$ cat src/rtl/array_scan_ctrl.sv
// Row-major read sequencer for the b[N0][N1][N2] / c[N1][N2] test arrays.
// Streams one element per transfer with flat index, last flag and running sum.
module array_scan_ctrl #(
    parameter int unsigned DW = 11,
    parameter int unsigned N0 = 3,
    parameter int unsigned N1 = 2,
    parameter int unsigned N2 = 4,
    parameter int unsigned SW = 16
) (
    input  logic          clk,
    input  logic          rst,
    input  logic          start,
    input  logic          sel,
    input  logic [DW-1:0] b [N0][N1][N2],
    input  logic [DW-1:0] c [N1][N2],
    output logic          busy,
    output logic          o_valid,
    input  logic          o_ready,
    output logic [DW-1:0] o_data,
    output logic [4:0]    o_idx,
    output logic          o_last,
    output logic [SW-1:0] sum,
    output logic          done
);

    localparam int unsigned IW = 5;
    localparam int unsigned NB = N0 * N1 * N2;
    localparam int unsigned NC = N1 * N2;
    localparam int unsigned AW = (N0 > 1) ? $clog2(N0) : 1;
    localparam int unsigned BW = (N1 > 1) ? $clog2(N1) : 1;
    localparam int unsigned CW = (N2 > 1) ? $clog2(N2) : 1;

    typedef enum logic [1:0] {
        IDLE = 2'd0,
        SCAN = 2'd1,
        DONE = 2'd2
    } state_t;

    state_t        state;
    logic          sel_q;
    logic [AW-1:0] i;
    logic [BW-1:0] j;
    logic [CW-1:0] k;

    logic [AW-1:0] i_nxt_c;
    logic [AW-1:0] i_safe_c;
    logic [BW-1:0] j_nxt_c;
    logic [CW-1:0] k_nxt_c;
    logic [DW-1:0] nxt_elem_c;
    logic [DW-1:0] first_elem_c;
    logic [IW-1:0] nxt_idx_c;
    logic          nxt_last_c;
    logic          first_last_c;
    logic          xfer_c;

    // Row-major successor of (i,j,k): k fastest, then j, then i.
    always_comb begin
        i_nxt_c = i;
        j_nxt_c = j;
        k_nxt_c = k + CW'(1);
        if (k == CW'(N2 - 1)) begin
            k_nxt_c = '0;
            j_nxt_c = j + BW'(1);
            if (j == BW'(N1 - 1)) begin
                j_nxt_c = '0;
                i_nxt_c = i + AW'(1);
            end
        end
    end

    // Keep the b read in range past the final element; that value is never loaded.
    always_comb begin
        i_safe_c = i_nxt_c;
        if (32'(i_nxt_c) >= N0) begin
            i_safe_c = '0;
        end
    end

    always_comb begin
        nxt_elem_c   = sel_q ? c[j_nxt_c][k_nxt_c] : b[i_safe_c][j_nxt_c][k_nxt_c];
        first_elem_c = sel ? c[0][0] : b[0][0][0];
        nxt_idx_c    = o_idx + IW'(1);
        nxt_last_c   = (nxt_idx_c == (sel_q ? IW'(NC - 1) : IW'(NB - 1)));
        first_last_c = sel ? (NC == 1) : (NB == 1);
        xfer_c       = o_valid & o_ready;
    end

    // Scan FSM with all outputs registered.
    always_ff @(posedge clk or negedge rst) begin
        if (!rst) begin
            state   <= IDLE;
            sel_q   <= 1'b0;
            i       <= '0;
            j       <= '0;
            k       <= '0;
            busy    <= 1'b0;
            o_valid <= 1'b0;
            o_data  <= '0;
            o_idx   <= '0;
            o_last  <= 1'b0;
            sum     <= '0;
            done    <= 1'b0;
        end else begin
            case (state)
                IDLE: begin
                    done <= 1'b0;
                    if (start) begin
                        state   <= SCAN;
                        sel_q   <= sel;
                        i       <= '0;
                        j       <= '0;
                        k       <= '0;
                        sum     <= '0;
                        o_data  <= first_elem_c;
                        o_idx   <= '0;
                        o_last  <= first_last_c;
                        o_valid <= 1'b1;
                        busy    <= 1'b1;
                    end
                end
                SCAN: begin
                    if (xfer_c) begin
                        sum <= sum + SW'(o_data);
                        if (o_last) begin
                            state   <= DONE;
                            o_valid <= 1'b0;
                            o_last  <= 1'b0;
                            done    <= 1'b1;
                        end else begin
                            i      <= i_nxt_c;
                            j      <= j_nxt_c;
                            k      <= k_nxt_c;
                            o_data <= nxt_elem_c;
                            o_idx  <= nxt_idx_c;
                            o_last <= nxt_last_c;
                        end
                    end
                end
                DONE: begin
                    state <= IDLE;
                    done  <= 1'b0;
                    busy  <= 1'b0;
                end
                default: begin
                    state   <= IDLE;
                    busy    <= 1'b0;
                    o_valid <= 1'b0;
                    done    <= 1'b0;
                end
            endcase
        end
    end

endmodule

$ cat config.mk
export PLATFORM = sky130hd
export DESIGN_NAME = array_scan_ctrl
export DESIGN_NICKNAME = d
export VERILOG_FILES = /design/src/rtl/array_scan_ctrl.sv
export SDC_FILE = /design/constraint.sdc
export NUM_CORES = 1
export LEC_CHECK = 0
export CAP_MARGIN = 20
export CORE_UTILIZATION = 23
export DETAILED_ROUTE_END_ITERATION = 8
export PLACE_DENSITY = 0.66
export SYNTH_ARGS = -nofsm -noshare
export SYNTH_HDL_FRONTEND = slang
export SYNTH_SLANG_ARGS = --single-unit
$ cat constraint.sdc
create_clock -name clk -period 3.15 [get_ports clk]
set_input_delay 0.63 -clock clk [delete_from_list [all_inputs] [get_ports clk]]
set_output_delay 0.63 -clock clk [all_outputs]
set_load 0.005 [all_outputs]
* After elaboration in Yosys (flattened, before gate mapping)
Cells that the tools add are included.
** Word-level totals
- Register bits :: 44
- Input bits :: 357
- Output and inout bits :: 36
- Word-level logic and storage cells :: 105
** Operators by class
- Add/subtract/negate cells :: 5
- $lt $le $gt $ge :: 4
- Eq/ne operators :: 8
- Mux-type cells :: 61
- Bitwise logic cells :: 6
- Reduce and logical (&&, ||, !) cells :: 9
** Operators by type and width (number)
- $mux 44 :: 6
- $bmux 88 s2 :: 1
- $mux 88 :: 2
- $mux 11 :: 9
- $bmux 11 s2 :: 2
- $mux 16 :: 2
- $pmux 16 s2 :: 1
- $mux 2 :: 12
- $pmux 11 s2 :: 1
- $mux 5 :: 4
- $add 16x11->16 :: 1
- $mux 1 :: 13
- $pmux 2 s2 :: 3
- $pmux 5 s2 :: 1
- $ne 2x2->1 const B :: 4
- $reduce_and 4->1 :: 2
- $ge 3x3->1 const B :: 2
- $not 2->3 :: 2
- $pmux 1 s2 :: 3
- $reduce_and 2->1 :: 3
- $reduce_and 3->1 :: 2
- $add 5x1->5 const B :: 1
- $eq 5x5->1 :: 1
- $add 2x1->2 const B :: 2
- 10 further kinds :: 13

* Depth between registers and ports, before layout
Gate-level depths: netlist of run 1.
- Depth in word-level cells :: 19
- Gate-level depth with buffers :: 11
- Mapped depth without buffers :: 9

* Least setup slack after synthesis of run 1
OpenSTA, ideal clock, no wires.
- Kind :: reg-to-reg
- Start point :: register k[0]
- End point :: register o_data[1]
- Library setup time :: 0.122 ns
- Data arrival time :: 2.442 ns
- Required time :: 3.028 ns
- Setup slack :: 0.586 ns
- Stages on the path, launching flop included :: 9
- Path buffers :: 2
- Clock period less this slack :: 2.564 ns
- Cells stage by stage :: dfrtp_1 > ha_1 > buf_6 > xor2_4 > buf_4 > mux4_2 > a221oi_1 > o41ai_1 > a32o_1
** Between the ends
- Cells in the longest elaborated chain, start to end :: 18
- Elaborated cells on any way between the ends :: 29
- Those cells by class :: add/sub: 1; order compare: 1; eq/ne: 1; mux: 23; bitwise: 3
** RTL lines
- start, declared :: line 43 : logic [CW-1:0] k;
- start signal, assigned :: line 132 : k <= k_nxt_c;
- $eq 2x2->1 :: line 61 : if (k == CW'(N2 - 1)) begin
- $mux 2 :: line 61
- $ge 2x2->1 :: line 74 : if (32'(i_nxt_c) >= N0) begin
- $mux 2 :: line 74
- $not 2->3 (not written as such) :: line 80 : nxt_elem_c = sel_q ? c[j_nxt_c][k_nxt_c] : b[i_safe_c][j_nxt_c][k_nxt_c];
- $bmux 88 s2 :: line 80
- $mux 88 (not written as such) (2 in a row) :: line 80
- $mux 44 (not written as such) (3 in a row) :: line 80
- $bmux 11 s2 :: line 80
- $mux 11 (not written as such) (2 in a row) :: line 80
- $mux 11 (*) :: line 80
- $mux 11 (*) :: line 124 : if (o_last) begin
- $mux 11 (*) :: line 122 : if (xfer_c) begin
- $pmux 11 s2 (*) :: line 104 : case (state)
- end signal, assigned :: line 114 : o_data <= first_elem_c;
- end signal, assigned :: line 133 : o_data <= nxt_elem_c;
- end, declared :: line 19 : output logic [DW-1:0] o_data,
Every way passes the cells marked *; elsewhere a longest branch is shown, timed or not. The select of a mux whose other input is x is not followed.
A chain may end at the register's enable or synchronous reset.

* Worst setup path in the final report of run 1
- Start point :: register k[0]
- End point :: register o_data[10]
The elaborated chain is that of the path after synthesis.

==> results of run 1 <==
registers in the layout, indices dropped and copies added, names as in the netlist:
signal,flops
k,2
sel_q,1
o_valid,1
o_idx,5
busy,1
sum,16
j,1
done,1
state,2
i,2
o_last,1
o_data,11
where the power goes:
group / switching (mW) / internal, mW / leakage [nW] / total, mW
sequential: 0.322 / 0.810 / 0.548 / 1.13
clock: 0.260 / 0.378 / 0.0805 / 0.638
combinational: 3.14 / 2.85 / 3.42 / 5.99
total: 3.72 / 4.04 / 4.04 / 7.76
synth_stat cells, types with 3 or more instances:
| library cell | instances |
|---|---|
| a221oi_1 | 22 |
| o21a_1 | 5 |
| ha_1 | 14 |
| and2_1 | 6 |
| or3_1 | 4 |
| nand2b_1 | 6 |
| a22o_1 | 3 |
| nor4_1 | 9 |
| clkbuf_1 | 30 |
| mux4_1 | 7 |
| mux4_2 | 26 |
| nor2b_1 | 6 |
| nand4b_1 | 5 |
| buf_2 | 22 |
| a211oi_1 | 8 |
| inv_1 | 10 |
| o22ai_1 | 4 |
| o2111ai_1 | 10 |
| xor2_1 | 9 |
| nand3_1 | 26 |
| o41ai_1 | 8 |
| mux2i_1 | 39 |
| dfrtp_1 | 44 |
| a31oi_1 | 13 |
| a32o_1 | 10 |
| nor3_1 | 5 |
| mux2_2 | 15 |
| a21o_1 | 3 |
| a21oi_1 | 42 |
| o31ai_1 | 8 |
| buf_6 | 7 |
| o21ai_0 | 63 |
| buf_1 | 6 |
| o211ai_1 | 59 |
| xnor2_1 | 5 |
| buf_4 | 4 |
| nand2_1 | 102 |
| nor2_1 | 28 |
| or2_2 | 3 |
layer usage:
layer	GRT usage [%]	vias up
li1	-	3641
met1	30.29	3786
met2	46.74	367
met3	4.194	69
met4	10.63	0
met5	0	-
logic make-up (layout without fill, tap and decap cells):
group	Yosys count	in the layout	synth area share, %
AO/OA/AOI/OAI	277	277	31.77
AND/OR/NAND/NOR	207	207	15.91
XOR/XNOR	15	15	2.474
buffers and inverters	81	461	6.597
other	0	7	0
multiplexers	87	87	21.89
flip-flops	44	44	18.14
adder cells (fa/ha/maj)	15	15	3.216
area by class of cell:
class                   instances  area, µm²  share of cell area, %
repair buffers                442       4357                  40.72
clock buffers                   5      125.1                  1.169
clock inverters                 3      46.29                 0.4326
multi-input cells             601       4592                  42.91
flip-flops and latches         44       1102                  10.30
inverters                      11      41.29                 0.3859
well taps                     335      419.2                  3.917
diodes                          7      17.52                 0.1637
worst max-delay path, delay by kind of cell, from the launching register on:
family | cells | cell delay (ns)
and+or+nand+nor | 2 | 0.35
buffers and inverters | 2 | 0.64
AOI/OAI and AO/OA | 4 | 1.38
DFF | 1 | 0.35
adders and majority gates | 1 | 0.24
per-stage QoR:
stage	instances	setup WS (ns)	cell area [µm²]	total power, mW
detailed placement	1433	0.04456	10510	7.085
floorplan	726	0.5861	6070	4.611
CTS	1441	0.02468	10680	7.743
finish	1448	0.1084	10700	7.758
global placement	1433	0.05938	10510	7.020
global route	1446	0.01180	10700	8.302
worst min path at each step:
stage | from | to | slack, ns | cells after the start
floorplan | rst | busy$_DFFE_PN0P_ | 0.33 | 0
global placement | busy$_DFFE_PN0P_ | busy$_DFFE_PN0P_ | 0.47 | 1
detailed placement | k[1]$_DFFE_PN0P_ | k[1]$_DFFE_PN0P_ | 0.48 | 2
CTS | rst | busy$_DFFE_PN0P_ | 0.38 | 1
global route | rst | sum[15]$_DFFE_PN0P_ | 0.40 | 1
finish | rst | sum[15]$_DFFE_PN0P_ | 0.35 | 1
==> summary.txt, run 1 <==
Status
  – Run status: completed

Yosys
  – Dominant cell type by area after synthesis: dfrtp_1
  – Ys async rst share: 100.0%
  – Yosys warns: 0
  – Top cells by area, synth: dfrtp_1 18%, mux4_2 9.6%, o211ai_1 7.3%
  – Most used DFF post-synth: dfrtp_1
  – Count of cell types in the netlist: 66
  – Post-synth EDFFs: 0
  – Syn avg cell area: 8.360 µm²
  – Register bit total from synthesis: 44
  – Synth Cell Area: 6070 µm²
  – Syn Inst Count: 726
  – Synth top area share: 18.14%
  – Syn Nets: 1098
  – Seq/Total Area, Yosys: 18.14%

Hold path
  – Hold WC Path Type: in2async

Routing
  – First drt pass iteration count: 5
  – ANT nets after route: 0
  – Met3 WL post-DR: 2.139 mm
  – Max Used Layer: met4
  – DRT iter0 DRCs: 485
  – Routed length on met2: 17.97 mm
  – Final Routed Wirelength: 35.39 mm
  – Vias: 7863
  – Met1 wire length: 13.82 mm
  – Vias per cell: 5.430
  – WL per Instance: 24.44 µm
  – # DRC: 0

Critical path
  – Critical Path RT: 3.38 ns
  – Arrival @ worst endpoint: 3.28 ns
  – Worst r2r dst: o_data[10]$_DFFE_PN0P_
  – Worst R2R Path Depth: 9
  – Most frequent CP cell: buf_4
  – Flop-to-flop setup slack: 0.11 ns
  – Startpoint class of the critical path: flip-flop
  – Worst r2r src: k[0]$_DFFE_PN0P_
  – CP cell instances: ha_1 > buf_4 > and2_1 > buf_4 > o211ai_1 > a21oi_1 > nor4_1 > o41ai_1 > a32o_1
  – CP max-delay cell: o41ai_1
  – Setup crit end kind: flip-flop
  – CP max FO: 33
  – Crit path to: o_data[10]$_DFFE_PN0P_
  – Max incr delay on CP: 0.73 ns
  – Critical path type: reg2reg
  – Crit. Startpoint: k[0]$_DFFE_PN0P_

Layout
  – Layout cells sized above 1: 10.40%
  – Synth-to-layout area growth: 76.29%
  – Post-layout util: 41.18%
  – # fillers: 2582
  – Most frequent cells in the layout: 391 x clkdlybuf4s50_1, 102 x nand2_1, 63 x o21ai_0
  – Nets@finish: 1477
  – Most common cell after layout, fill and taps aside: clkdlybuf4s50_1

CTS
  – CTS Buf Count: 5
  – Clk slew on worst S/H paths: 0.07 ns
  – Bufs on Longest Clock Path: 2
  – CTS resizes: 0
  – Clock Latency Late Sink: 0.29 ns
  – Post-CTS Setup Bufs: 0
  – CTS tree: yes
  – Root buffer cell: clkbuf_16
  – H-tree levels: 2
  – Clock Sink Count: 44
  – Hold buffer count at CTS: 0

Global route
  – First-pass GRT wire length: 50.85 mm
  – Total grt overflow: 0
  – Initial antenna violation count: 6
  – Largest net degree at the start of global routing: 37
  – GRT Util Overall: 25.92%
  – Vias in the first global route: 8001

STA
  – Hold slack: 0.3537 ns
  – Worst-Margin Slew: 1.040 ns
  – Fin crit period: 3.042 ns
  – Period utilization: 96.56%
  – Final Hold Fails: 0
  – TNS Setup: 0 ns
  – RSZ-0062 raised after global routing: no
  – Fmax: 328.8 MHz
  – Slew HR: 30.33%
  – Slew Limit Fails: 0
  – Setup Viol. Count Final: 0
  – Worst Skew: 0.003768 ns

Floorplanning
  – FP Rows: 59
  – Die span in x: 164.5 µm
  – Initial Utilization: 23.36%
  – Core area: 25980 µm²
  – Die Y: 164.5 µm
  – Die area: 27040 µm²
  – Ports: 393

Job
  – Maxcap violations: 0

Pwr
  – Static Leak: 4.044 nW
  – P per Cell Area: 725.0 nW/µm²
  – Peak VDD IR: 0.3513 mV

Place
  – Port Buffers: 392
  – Dpl hpwl: 29.91 mm
  – RD Place Congestion: 0.9124
Power figures use the tool's default switching activity.
==> run 2, diff against run 1 <==
--- a/config.mk
+++ b/config.mk
@@ -5,10 +5,12 @@
 export SDC_FILE = /design/constraint.sdc
 export NUM_CORES = 1
 export LEC_CHECK = 0
+export ABC_CLOCK_PERIOD_IN_PS = 3150
 export CAP_MARGIN = 20
 export CORE_UTILIZATION = 23
 export DETAILED_ROUTE_END_ITERATION = 8
 export PLACE_DENSITY = 0.66
+export SLEW_MARGIN = 20
 export SYNTH_ARGS = -nofsm -noshare
 export SYNTH_HDL_FRONTEND = slang
 export SYNTH_SLANG_ARGS = --single-unit
==> results of run 2 <==
Final layout, timing and power as in run 1 (identical DEF).
